$ cat src/rtl/mul_pipeline_if.sv
// mul_pipeline_if: issue bus from EX plus the stage-status and writeback bus of the pipelined multiplier.
// master = EX/hazard/writeback side, slave = multiplier.
interface mul_pipeline_if #(
  parameter int DATA_WIDTH = 32,
  parameter int ADDR_WIDTH = 5
);
  logic                  Mul_Valid;
  logic [1:0]            Mul_Funct3;
  logic [DATA_WIDTH-1:0] Mul_Rs1;
  logic [DATA_WIDTH-1:0] Mul_Rs2;
  logic [ADDR_WIDTH-1:0] Mul_Rd;

  logic                  P1_RegMul;
  logic                  P2_RegMul;
  logic                  P3_RegMul;
  logic [ADDR_WIDTH-1:0] P1_Rd;
  logic [ADDR_WIDTH-1:0] P2_Rd;
  logic [ADDR_WIDTH-1:0] P3_Rd;
  logic                  Mul_WE;
  logic [ADDR_WIDTH-1:0] Mul_WB_Rd;
  logic [DATA_WIDTH-1:0] Mul_WB_Data;
  logic                  Mul_Busy;
  logic [1:0]            Mul_InFlight;

  modport master (
    output Mul_Valid, Mul_Funct3, Mul_Rs1, Mul_Rs2, Mul_Rd,
    input  P1_RegMul, P2_RegMul, P3_RegMul, P1_Rd, P2_Rd, P3_Rd,
    input  Mul_WE, Mul_WB_Rd, Mul_WB_Data, Mul_Busy, Mul_InFlight
  );

  modport slave (
    input  Mul_Valid, Mul_Funct3, Mul_Rs1, Mul_Rs2, Mul_Rd,
    output P1_RegMul, P2_RegMul, P3_RegMul, P1_Rd, P2_Rd, P3_Rd,
    output Mul_WE, Mul_WB_Rd, Mul_WB_Data, Mul_Busy, Mul_InFlight
  );
endinterface

$ cat src/rtl/mul_pipeline.sv
// mul_pipeline: three-stage RV32M multiplier (MUL/MULH/MULHSU/MULHU), one issue per cycle, never stalls.
// Define MUL_HIGH_EN to build the upper-product path; without it every funct3 returns product[31:0].
module mul_pipeline #(
  parameter int DATA_WIDTH = 32,
  parameter int ADDR_WIDTH = 5
) (
  input logic           clk,
  input logic           reset,
  mul_pipeline_if.slave bus
);

  localparam logic [1:0] F_MUL = 2'b00;
`ifdef MUL_HIGH_EN
  localparam logic [1:0] F_MULHSU = 2'b10;
  localparam logic [1:0] F_MULHU  = 2'b11;
  localparam int OP_W = 33;
  localparam int XP_W = 48;
`else
  // Low-word-only build: operand extension cannot affect product[31:0], so operands stay 32 bits.
  localparam int OP_W = 32;
  localparam int XP_W = 16;
`endif
  localparam int HI_W = OP_W - 16;

  function automatic logic [1:0] count_valid(input logic v1, input logic v2, input logic v3);
    count_valid = {1'b0, v1} + {1'b0, v2} + {1'b0, v3};
  endfunction

  logic                  p1_valid_d, p1_valid_q;
  logic [ADDR_WIDTH-1:0] p1_rd_d, p1_rd_q;
  logic [1:0]            p1_funct3_d, p1_funct3_q;
  logic [OP_W-1:0]       p1_op_a_d, p1_op_a_q;
  logic [OP_W-1:0]       p1_op_b_d, p1_op_b_q;

  logic                  p2_valid_d, p2_valid_q;
  logic [ADDR_WIDTH-1:0] p2_rd_d, p2_rd_q;
  logic [1:0]            p2_funct3_d, p2_funct3_q;
  logic [31:0]           p2_pp_ll_d, p2_pp_ll_q;
  logic [XP_W-1:0]       p2_pp_hl_d, p2_pp_hl_q;
  logic [XP_W-1:0]       p2_pp_lh_d, p2_pp_lh_q;
`ifdef MUL_HIGH_EN
  logic [31:0]           p2_pp_hh_d, p2_pp_hh_q;
  logic                  a_sext_s, b_sext_s;
  logic [63:0]           sum_s;
`endif

  logic                  p3_valid_d, p3_valid_q;
  logic [ADDR_WIDTH-1:0] p3_rd_d, p3_rd_q;
  logic [DATA_WIDTH-1:0] p3_data_d, p3_data_q;
  logic                  we_d, we_q;
  logic                  busy_d, busy_q;
  logic [1:0]            inflight_d, inflight_q;

  logic [HI_W-1:0]       a_hi_s, b_hi_s;
  logic [15:0]           a_lo_s, b_lo_s;
  logic [31:0]           res_lo_s, res_hi_s;

  // P1 next state: capture the issue and extend operands according to funct3.
  always_comb begin
    p1_valid_d  = bus.Mul_Valid;
    p1_rd_d     = bus.Mul_Rd;
    p1_funct3_d = bus.Mul_Funct3;
`ifdef MUL_HIGH_EN
    case (bus.Mul_Funct3)
      F_MULHSU: begin a_sext_s = 1'b1; b_sext_s = 1'b0; end
      F_MULHU:  begin a_sext_s = 1'b0; b_sext_s = 1'b0; end
      default:  begin a_sext_s = 1'b1; b_sext_s = 1'b1; end
    endcase
    p1_op_a_d = {a_sext_s & bus.Mul_Rs1[DATA_WIDTH-1], bus.Mul_Rs1};
    p1_op_b_d = {b_sext_s & bus.Mul_Rs2[DATA_WIDTH-1], bus.Mul_Rs2};
`else
    p1_op_a_d = bus.Mul_Rs1;
    p1_op_b_d = bus.Mul_Rs2;
`endif
  end

  // P2 next state: signed-hi / unsigned-lo partial products, kept only as wide as the used sum bits.
  always_comb begin
    a_hi_s      = p1_op_a_q[OP_W-1:16];
    b_hi_s      = p1_op_b_q[OP_W-1:16];
    a_lo_s      = p1_op_a_q[15:0];
    b_lo_s      = p1_op_b_q[15:0];
    p2_valid_d  = p1_valid_q;
    p2_rd_d     = p1_rd_q;
    p2_funct3_d = p1_funct3_q;
    p2_pp_ll_d  = {16'h0000, a_lo_s} * {16'h0000, b_lo_s};
`ifdef MUL_HIGH_EN
    p2_pp_hl_d  = {{31{a_hi_s[HI_W-1]}}, a_hi_s} * {32'h0000_0000, b_lo_s};
    p2_pp_lh_d  = {32'h0000_0000, a_lo_s} * {{31{b_hi_s[HI_W-1]}}, b_hi_s};
    p2_pp_hh_d  = {{15{a_hi_s[HI_W-1]}}, a_hi_s} * {{15{b_hi_s[HI_W-1]}}, b_hi_s};
`else
    p2_pp_hl_d  = a_hi_s * b_lo_s;
    p2_pp_lh_d  = a_lo_s * b_hi_s;
`endif
  end

  // P3 next state: sum shifted partials, pick the result word, precompute status outputs.
  always_comb begin
`ifdef MUL_HIGH_EN
    sum_s    = {p2_pp_hh_q, 32'h0000_0000} + {p2_pp_hl_q, 16'h0000}
             + {p2_pp_lh_q, 16'h0000} + {32'h0000_0000, p2_pp_ll_q};
    res_lo_s = sum_s[31:0];
    res_hi_s = sum_s[63:32];
`else
    res_lo_s = p2_pp_ll_q + {p2_pp_hl_q, 16'h0000} + {p2_pp_lh_q, 16'h0000};
    res_hi_s = res_lo_s;
`endif
    case (p2_funct3_q)
      F_MUL:   p3_data_d = res_lo_s;
      default: p3_data_d = res_hi_s;
    endcase
    p3_valid_d = p2_valid_q;
    p3_rd_d    = p2_rd_q;
    we_d       = p2_valid_q && (p2_rd_q != {ADDR_WIDTH{1'b0}});
    busy_d     = p1_valid_d | p2_valid_d | p3_valid_d;
    inflight_d = count_valid(p1_valid_d, p2_valid_d, p3_valid_d);
  end

  // Stage registers advance every cycle; reset flushes everything, including a same-edge issue.
  always_ff @(posedge clk) begin
    if (reset) begin
      p1_valid_q  <= 1'b0;
      p1_rd_q     <= {ADDR_WIDTH{1'b0}};
      p1_funct3_q <= 2'b00;
      p1_op_a_q   <= {OP_W{1'b0}};
      p1_op_b_q   <= {OP_W{1'b0}};
      p2_valid_q  <= 1'b0;
      p2_rd_q     <= {ADDR_WIDTH{1'b0}};
      p2_funct3_q <= 2'b00;
      p2_pp_ll_q  <= 32'h0000_0000;
      p2_pp_hl_q  <= {XP_W{1'b0}};
      p2_pp_lh_q  <= {XP_W{1'b0}};
`ifdef MUL_HIGH_EN
      p2_pp_hh_q  <= 32'h0000_0000;
`endif
      p3_valid_q  <= 1'b0;
      p3_rd_q     <= {ADDR_WIDTH{1'b0}};
      p3_data_q   <= {DATA_WIDTH{1'b0}};
      we_q        <= 1'b0;
      busy_q      <= 1'b0;
      inflight_q  <= 2'b00;
    end else begin
      p1_valid_q  <= p1_valid_d;
      p1_rd_q     <= p1_rd_d;
      p1_funct3_q <= p1_funct3_d;
      p1_op_a_q   <= p1_op_a_d;
      p1_op_b_q   <= p1_op_b_d;
      p2_valid_q  <= p2_valid_d;
      p2_rd_q     <= p2_rd_d;
      p2_funct3_q <= p2_funct3_d;
      p2_pp_ll_q  <= p2_pp_ll_d;
      p2_pp_hl_q  <= p2_pp_hl_d;
      p2_pp_lh_q  <= p2_pp_lh_d;
`ifdef MUL_HIGH_EN
      p2_pp_hh_q  <= p2_pp_hh_d;
`endif
      p3_valid_q  <= p3_valid_d;
      p3_rd_q     <= p3_rd_d;
      p3_data_q   <= p3_data_d;
      we_q        <= we_d;
      busy_q      <= busy_d;
      inflight_q  <= inflight_d;
    end
  end

  assign bus.P1_RegMul    = p1_valid_q;
  assign bus.P2_RegMul    = p2_valid_q;
  assign bus.P3_RegMul    = p3_valid_q;
  assign bus.P1_Rd        = p1_rd_q;
  assign bus.P2_Rd        = p2_rd_q;
  assign bus.P3_Rd        = p3_rd_q;
  assign bus.Mul_WE       = we_q;
  assign bus.Mul_WB_Rd    = p3_rd_q;
  assign bus.Mul_WB_Data  = p3_data_q;
  assign bus.Mul_Busy     = busy_q;
  assign bus.Mul_InFlight = inflight_q;

endmodule

$ cat src/flat_wrapper.sv
// flat-port wrapper written by rule: the top's interface ports become plain ports
module mul_pipeline_flat 
#(
  parameter int DATA_WIDTH = 32,
  parameter int ADDR_WIDTH = 5
)
  (clk, reset, bus_Mul_Valid, bus_Mul_Funct3, bus_Mul_Rs1, bus_Mul_Rs2, bus_Mul_Rd, bus_P1_RegMul, bus_P2_RegMul, bus_P3_RegMul, bus_P1_Rd, bus_P2_Rd, bus_P3_Rd, bus_Mul_WE, bus_Mul_WB_Rd, bus_Mul_WB_Data, bus_Mul_Busy, bus_Mul_InFlight);
  mul_pipeline_if #(.DATA_WIDTH(DATA_WIDTH), .ADDR_WIDTH(ADDR_WIDTH)) bus_i ();
  input logic clk;
  input logic reset;
  input wire logic [$bits(bus_i.Mul_Valid)-1:0] bus_Mul_Valid;
  input wire logic [$bits(bus_i.Mul_Funct3)-1:0] bus_Mul_Funct3;
  input wire logic [$bits(bus_i.Mul_Rs1)-1:0] bus_Mul_Rs1;
  input wire logic [$bits(bus_i.Mul_Rs2)-1:0] bus_Mul_Rs2;
  input wire logic [$bits(bus_i.Mul_Rd)-1:0] bus_Mul_Rd;
  output wire logic [$bits(bus_i.P1_RegMul)-1:0] bus_P1_RegMul;
  output wire logic [$bits(bus_i.P2_RegMul)-1:0] bus_P2_RegMul;
  output wire logic [$bits(bus_i.P3_RegMul)-1:0] bus_P3_RegMul;
  output wire logic [$bits(bus_i.P1_Rd)-1:0] bus_P1_Rd;
  output wire logic [$bits(bus_i.P2_Rd)-1:0] bus_P2_Rd;
  output wire logic [$bits(bus_i.P3_Rd)-1:0] bus_P3_Rd;
  output wire logic [$bits(bus_i.Mul_WE)-1:0] bus_Mul_WE;
  output wire logic [$bits(bus_i.Mul_WB_Rd)-1:0] bus_Mul_WB_Rd;
  output wire logic [$bits(bus_i.Mul_WB_Data)-1:0] bus_Mul_WB_Data;
  output wire logic [$bits(bus_i.Mul_Busy)-1:0] bus_Mul_Busy;
  output wire logic [$bits(bus_i.Mul_InFlight)-1:0] bus_Mul_InFlight;
  assign bus_i.Mul_Valid = bus_Mul_Valid;
  assign bus_i.Mul_Funct3 = bus_Mul_Funct3;
  assign bus_i.Mul_Rs1 = bus_Mul_Rs1;
  assign bus_i.Mul_Rs2 = bus_Mul_Rs2;
  assign bus_i.Mul_Rd = bus_Mul_Rd;
  assign bus_P1_RegMul = bus_i.P1_RegMul;
  assign bus_P2_RegMul = bus_i.P2_RegMul;
  assign bus_P3_RegMul = bus_i.P3_RegMul;
  assign bus_P1_Rd = bus_i.P1_Rd;
  assign bus_P2_Rd = bus_i.P2_Rd;
  assign bus_P3_Rd = bus_i.P3_Rd;
  assign bus_Mul_WE = bus_i.Mul_WE;
  assign bus_Mul_WB_Rd = bus_i.Mul_WB_Rd;
  assign bus_Mul_WB_Data = bus_i.Mul_WB_Data;
  assign bus_Mul_Busy = bus_i.Mul_Busy;
  assign bus_Mul_InFlight = bus_i.Mul_InFlight;
  mul_pipeline #(.DATA_WIDTH(DATA_WIDTH), .ADDR_WIDTH(ADDR_WIDTH)) u_core (.clk(clk), .reset(reset), .bus(bus_i));
endmodule
$ cat config.mk
export PLATFORM = sky130hd
export DESIGN_NAME = mul_pipeline_flat
export DESIGN_NICKNAME = d
export VERILOG_FILES = /design/src/rtl/mul_pipeline_if.sv /design/src/rtl/mul_pipeline.sv /design/src/flat_wrapper.sv
export SDC_FILE = /design/constraint.sdc
export NUM_CORES = 1
export LEC_CHECK = 0
export CAP_MARGIN = 20
export CORE_ASPECT_RATIO = 1.25
export CORE_MARGIN = 5
export CORE_UTILIZATION = 35
export DETAILED_ROUTE_END_ITERATION = 16
export PLACE_DENSITY_LB_ADDON = 0.08
export SLEW_MARGIN = 10
export SYNTH_ARGS = -nofsm -noshare
export SYNTH_HDL_FRONTEND = slang
export SYNTH_SLANG_ARGS = --single-unit
$ cat constraint.sdc
create_clock -name clk -period 7.87 [get_ports clk]
set_input_delay 1.9675 -clock clk [delete_from_list [all_inputs] [get_ports clk]]
set_output_delay 1.9675 -clock clk [all_outputs]
set_load 0.005 [all_outputs]
== After elaboration in Yosys (flattened, before gate mapping) ==
Cells that the tools add are included.

* $add $sub $neg: 4
* $mul: 3
* Bitwise gates (word level): 2
* Reduce and logical (&&, ||, !) cells: 2

{| class="wikitable"
|+ Operators with widths
! cell !! count
|-
| adder 32 bit || 2
|-
| multiplier 16 x 16 -> 16 bit || 2
|-
| multiplier 16 x 16 -> 32 bit || 1
|-
| nonzero test 5 bit || 1
|-
| adder 1 x 1 -> 2 bit || 1
|-
| adder 2 x 1 -> 2 bit || 1
|-
| bitwise OR 1 bit || 2
|-
| logical AND 1 bit || 1
|}

* Bits in registers: 182
* Bits of input ports: 74
* Output and inout port bits: 59
* Word-level logic and storage cells: 26

== Longest topological paths before layout ==
Gate-level depths: netlist of the first run.

* Depth in word-level cells: 2
* Mapped depth: 24
* Mapped depth without buffers: 22

== Worst setup path before layout of the first run ==
Ideal clock, no wire load.

* Path kind: register to register
* From: register u_core.p1_op_a_q[12]
* To: register u_core.p2_pp_ll_q[29]
* Setup time: 0.128 ns
* Arrival time: 5.878 ns
* Data required time: 7.742 ns
* Path slack: 1.865 ns
* Cell stages (with the launch flop): 22
* Path buffers: 2
* Clock period less this slack: 6.005 ns
* Cell sequence: dfxtp_1 > clkbuf_1 > clkbuf_1 > nand2_1 > fa_1 > fa_1 > fa_1 > inv_1 > fa_1 > fa_1 > inv_1 > fa_1 > inv_1 > ha_1 > or3_1 > a21o_1 > a32oi_1 > or4b_1 > a31o_2 > a21oi_2 > xor2_1 > nor2_1

* Cells in the longest elaborated chain, start to end: 1

{| class="wikitable"
|+ Ends and longest elaborated chain
! item !! RTL line !! text
|-
| from (decl) || mul_pipeline.sv:32 || <nowiki>logic [OP_W-1:0] p1_op_a_d, p1_op_a_q;</nowiki>
|-
| from (signal assigned) || mul_pipeline.sv:125 || <nowiki>p1_op_a_q <= {OP_W{1'b0}};</nowiki>
|-
| from (signal assigned) || mul_pipeline.sv:146 || <nowiki>p1_op_a_q <= p1_op_a_d;</nowiki>
|-
| multiplier 16 x 16 -> 32 bit || mul_pipeline.sv:86 || <nowiki>p2_pp_ll_d = {16'h0000, a_lo_s} * {16'h0000, b_lo_s};</nowiki>
|-
| to (signal assigned) || mul_pipeline.sv:151 || <nowiki>p2_pp_ll_q <= p2_pp_ll_d;</nowiki>
|-
| to (decl) || mul_pipeline.sv:38 || <nowiki>logic [31:0] p2_pp_ll_d, p2_pp_ll_q;</nowiki>
|}

Every way passes these cells.
A chain may end at the register's enable or synchronous reset.

== Worst setup path in the final report of the first run ==
* From: register u_core.p1_op_a_q[4]
* To: register u_core.p2_pp_ll_q[29]

Same word-level chain as after synthesis.

==> run_summary.xml, run 1 <==
<?xml version="1.0" encoding="UTF-8"?>
<metrics>
  <group name="route">
    <metric name="wire_per_inst" unit="µm">17.0</metric>
    <metric name="postRouteAntennaNets" unit="">0</metric>
    <metric name="routed_via_density" unit="">4.61</metric>
    <metric name="detail_route.iter0.violations" unit="">602</metric>
    <metric name="detail_route.first_pass.iterations" unit="">5</metric>
    <metric name="post-route-drc-count" unit="">0</metric>
    <metric name="detailroute.via_count" unit="">15300</metric>
    <metric name="routed_wl" unit="mm">56.5</metric>
  </group>
  <group name="clock_tree">
    <metric name="worst_skew_pair.late_latency" unit="ns">0.51</metric>
    <metric name="cts.sink_count" unit="">182</metric>
    <metric name="cts-buffers-inserted" unit="">17</metric>
    <metric name="cts.clk_slew.worst_paths" unit="ns">0.08</metric>
    <metric name="ctsLongestPathBuffers" unit="">2</metric>
    <metric name="postCtsResizedCells" unit="">0</metric>
    <metric name="cts_tree" unit="">yes</metric>
    <metric name="cts.hold.buffers_added" unit="">0</metric>
    <metric name="clockRootBuffer" unit="">sky130_fd_sc_hd__clkbuf_16</metric>
    <metric name="clock_tree.htree_level_count" unit="">4</metric>
    <metric name="post-cts-setup-buffer-count" unit="">0</metric>
  </group>
  <group name="job">
    <metric name="maxCapViolations" unit="">0</metric>
  </group>
  <group name="placement">
    <metric name="place.detailed.hpwl" unit="mm">45.0</metric>
    <metric name="dp_slack" unit="ns">0.946</metric>
    <metric name="gp_routability_congestion" unit="">0.816</metric>
    <metric name="buffer_ports.inserted" unit="">130</metric>
    <metric name="placed_cell_area" unit="µm²">24100</metric>
  </group>
  <group name="finish">
    <metric name="sequential_cell_area" unit="µm²">3650</metric>
    <metric name="most-common-layout-cells" unit="">sky130_fd_sc_hd__inv_1 (474), sky130_fd_sc_hd__fa_1 (371), sky130_fd_sc_hd__nand2_1 (294)</metric>
    <metric name="finish.net_count" unit="">3135</metric>
    <metric name="multi_input_gate_area_in_the_final_layout" unit="µm²">16100</metric>
    <metric name="post_route_cells_drive_above_1_share" unit="%">3.06</metric>
    <metric name="syn_to_final_growth" unit="%">12.8</metric>
    <metric name="ant_cells" unit="">0</metric>
    <metric name="num-fill-cells" unit="">6393</metric>
    <metric name="mostFrequentLayoutCell" unit="">sky130_fd_sc_hd__inv_1</metric>
    <metric name="postLayoutCoreUtil" unit="%">39.8</metric>
    <metric name="finalInstanceArea" unit="µm²">24700</metric>
  </group>
  <group name="pwr">
    <metric name="peakVddDrop" unit="mV">0.163</metric>
    <metric name="pnr_total_power" unit="W">0.00395</metric>
    <metric name="powerDensity" unit="nW/µm²">160</metric>
    <metric name="leak_pwr" unit="nW">11.9</metric>
  </group>
  <group name="synthesis">
    <metric name="yosysUniqueCellTypes" unit="">49</metric>
    <metric name="syn_area_per_cell" unit="µm²">9.12</metric>
    <metric name="netlist_instances" unit="">2403</metric>
    <metric name="postSynthNetCount" unit="">3064</metric>
    <metric name="synth_top_flop_cell" unit="">sky130_fd_sc_hd__dfxtp_1</metric>
    <metric name="register_bit_count_reported_by_yosys" unit="">182</metric>
    <metric name="synth-warning-count" unit="">0</metric>
    <metric name="synthArstFlopShare" unit="%">0</metric>
    <metric name="mappedNetlistArea" unit="µm²">21900</metric>
    <metric name="synth_sequential_area_ratio" unit="%">16.6</metric>
    <metric name="synth-edff-count" unit="">0</metric>
  </group>
  <group name="setup_path">
    <metric name="worst-path-max-fanout" unit="">15</metric>
    <metric name="timing.critical_path.required" unit="ns">8.24</metric>
    <metric name="worst_ep_arrival_time" unit="ns">7.33</metric>
    <metric name="start_kind" unit="">flip-flop</metric>
    <metric name="worstSetupPathType" unit="">flip-flop to flip-flop</metric>
    <metric name="worst_setup_path_end_kind" unit="">flip-flop</metric>
  </group>
  <group name="floorplanning">
    <metric name="num_rows" unit="">102</metric>
    <metric name="die_height" unit="µm">290</metric>
    <metric name="io_pins" unit="">133</metric>
    <metric name="starting_density_of_the_core" unit="%">35.3</metric>
    <metric name="floorplan.die.width" unit="µm">234</metric>
    <metric name="dieArea" unit="µm²">67700</metric>
    <metric name="placeableCoreArea" unit="µm²">62000</metric>
  </group>
  <group name="grt">
    <metric name="vias_in_the_first_global_route" unit="">16900</metric>
    <metric name="initial_antenna_violation_count" unit="">1</metric>
    <metric name="grt_max_degree" unit="">79</metric>
    <metric name="grt_remaining_overflow" unit="">0</metric>
    <metric name="global_route.usage.total" unit="%">17.6</metric>
    <metric name="grt_pass1_wl" unit="mm">91.8</metric>
  </group>
  <group name="timing">
    <metric name="report.final.slew_viol_count" unit="">0</metric>
    <metric name="layout_setup_ws" unit="ns">0.917</metric>
    <metric name="report.final.setup_viol" unit="">0</metric>
    <metric name="max-slew-margin-rel" unit="%">31.8</metric>
    <metric name="clock-skew-final" unit="ns">0.0179</metric>
    <metric name="totalNegativeSetupSlack" unit="ns">0</metric>
    <metric name="finalCriticalPeriod" unit="ns">6.95</metric>
    <metric name="rsz0062_at_grt" unit="">false</metric>
    <metric name="worst_slew_pin_slew" unit="ns">1.02</metric>
    <metric name="finalHoldViolations" unit="">0</metric>
    <metric name="max_freq" unit="MHz">144</metric>
    <metric name="tcrit_tclk_final" unit="%">88.3</metric>
  </group>
  <group name="run_status">
    <metric name="result_of_the_run" unit="">finished clean</metric>
  </group>
  <group name="hold_path">
    <metric name="hp-class" unit="">flip-flop to flip-flop</metric>
  </group>
</metrics>
-- metrics by stage --
| stage | cells | hold WS, ns |
|---|---|---|
| after floorplan | 2403 | 0.414 |
| after global placement | 3287 | 0.421 |
| after detailed placement | 3287 | 0.423 |
| after CTS | 3319 | 0.444 |
| after global routing | 3319 | 0.459 |
| final | 3319 | 0.439 |
-- cell usage after synthesis (3+ instances only) --
master / n / area (µm²)
sky130_fd_sc_hd__fa_1: 371 / 7430
sky130_fd_sc_hd__nand4_1: 3 / 18.8
sky130_fd_sc_hd__nor2_1: 100 / 375
sky130_fd_sc_hd__a21oi_1: 30 / 150
sky130_fd_sc_hd__xor2_1: 38 / 333
sky130_fd_sc_hd__nor3_1: 17 / 85.1
sky130_fd_sc_hd__ha_1: 216 / 2700
sky130_fd_sc_hd__nand3_1: 7 / 35.0
sky130_fd_sc_hd__a31oi_1: 8 / 50.1
sky130_fd_sc_hd__xnor2_1: 78 / 683
sky130_fd_sc_hd__dfxtp_1: 182 / 3640
sky130_fd_sc_hd__o21ai_1: 13 / 65.1
sky130_fd_sc_hd__a211oi_1: 3 / 22.5
sky130_fd_sc_hd__nand2b_1: 4 / 25.0
sky130_fd_sc_hd__and3_1: 3 / 18.8
sky130_fd_sc_hd__clkbuf_1: 102 / 383
sky130_fd_sc_hd__and2_1: 247 / 1550
sky130_fd_sc_hd__nand2_1: 294 / 1100
sky130_fd_sc_hd__buf_4: 5 / 37.5
sky130_fd_sc_hd__a21o_1: 20 / 150
sky130_fd_sc_hd__inv_1: 474 / 1780
sky130_fd_sc_hd__o41ai_1: 5 / 43.8
sky130_fd_sc_hd__o21ai_0: 12 / 60.1
sky130_fd_sc_hd__o21a_1: 8 / 60.1
sky130_fd_sc_hd__nor2b_1: 122 / 763
sky130_fd_sc_hd__o21bai_1: 7 / 52.6
-- kinds of logic after synthesis --
group           share of synthesized area [%]
simple gates                             18.6
fa+ha+maj                                46.2
buf+inv                                  10.1
flops                                    16.6
compound gates                           3.75
xor+xnor                                 4.64
mux                                     0.103
-- critical path, stage by stage (launching register included) --
cell and delay (ns):
sky130_fd_sc_hd__dfxtp_1 0.99, sky130_fd_sc_hd__buf_4 0.25, sky130_fd_sc_hd__and2_1 0.14, sky130_fd_sc_hd__fa_1 0.45, sky130_fd_sc_hd__fa_1 0.52, sky130_fd_sc_hd__fa_1 0.43
sky130_fd_sc_hd__fa_1 0.47, sky130_fd_sc_hd__fa_1 0.49, sky130_fd_sc_hd__inv_1 0.05, sky130_fd_sc_hd__fa_1 0.47, sky130_fd_sc_hd__inv_1 0.04, sky130_fd_sc_hd__ha_1 0.35
sky130_fd_sc_hd__nand4_1 0.15, sky130_fd_sc_hd__nor2_1 0.13, sky130_fd_sc_hd__and3_1 0.19, sky130_fd_sc_hd__a32oi_1 0.52, sky130_fd_sc_hd__or4b_1 0.54, sky130_fd_sc_hd__a31o_2 0.28
sky130_fd_sc_hd__a21oi_2 0.14, sky130_fd_sc_hd__xor2_1 0.15, sky130_fd_sc_hd__nor2_1 0.05
-- cell type report --
| class | instances | area share (%) |
|---|---|---|
| inverters | 474 | 7.20 |
| repair buffers | 161 | 6.22 |
| clock buffers | 17 | 1.72 |
| well taps | 832 | 4.21 |
| clock inverters | 15 | 0.881 |
| flip-flops and latches | 182 | 14.8 |
| multi-input cells | 1638 | 65.0 |
-- path summary, 6_finish.rpt --
kind	startpoint	endpoint	slack, ns	cells past startpoint
setup / recovery	u_core.p1_op_a_q[4]$_SDFF_PP0_	u_core.p2_pp_ll_q[29]$_SDFF_PP0_	0.92	20
hold / removal	u_core.p2_pp_ll_q[9]$_SDFF_PP0_	u_core.bus.Mul_WB_Data[9]$_SDFF_PP0_	0.44	1
setup reg to reg	u_core.p1_op_a_q[4]$_SDFF_PP0_	u_core.p2_pp_ll_q[29]$_SDFF_PP0_	0.92	20
hold reg to reg	u_core.p2_pp_ll_q[9]$_SDFF_PP0_	u_core.bus.Mul_WB_Data[9]$_SDFF_PP0_	0.44	1
-- report_power, final --
group	internal (W)	switching (W)
combinational	0.000789	0.00100
sequential	0.00106	0.000138
clock	0.000468	0.000490
-- state kept, by name, indices dropped and copies added, names as in the netlist --
register                 flops
u_core.bus.Mul_Busy          1
u_core.bus.Mul_InFlight      2
u_core.bus.Mul_WB_Data      32
u_core.bus.Mul_WB_Rd         5
u_core.bus.Mul_WE            1
u_core.bus.P1_Rd             5
u_core.bus.P1_RegMul         1
u_core.bus.P2_Rd             5
u_core.bus.P2_RegMul         1
u_core.bus.P3_RegMul         1
u_core.p1_op_a_q            32
u_core.p1_op_b_q            32
u_core.p2_pp_hl_q           16
u_core.p2_pp_lh_q           16
u_core.p2_pp_ll_q           32
-- metal layers --
layer | part of all wire (%) | global-route usage, %
met5 | 0.023 | 0
met4 | 2.0 | 4.63
met3 | 4.5 | 3.38
met2 | 50 | 30.8
met1 | 43 | 22.3
(Power assumes the default switching activity.)
==> inputs of run 2 (changes only) <==
--- a/config.mk
+++ b/config.mk
@@ -11,7 +11,7 @@
 export CORE_UTILIZATION = 35
 export DETAILED_ROUTE_END_ITERATION = 16
 export PLACE_DENSITY_LB_ADDON = 0.08
-export SLEW_MARGIN = 10
+export SLEW_MARGIN = 5
 export SYNTH_ARGS = -nofsm -noshare
 export SYNTH_HDL_FRONTEND = slang
 export SYNTH_SLANG_ARGS = --single-unit
==> results of run 2 <==
Same layout as run 1: the final DEF is identical, and so are final timing and power.
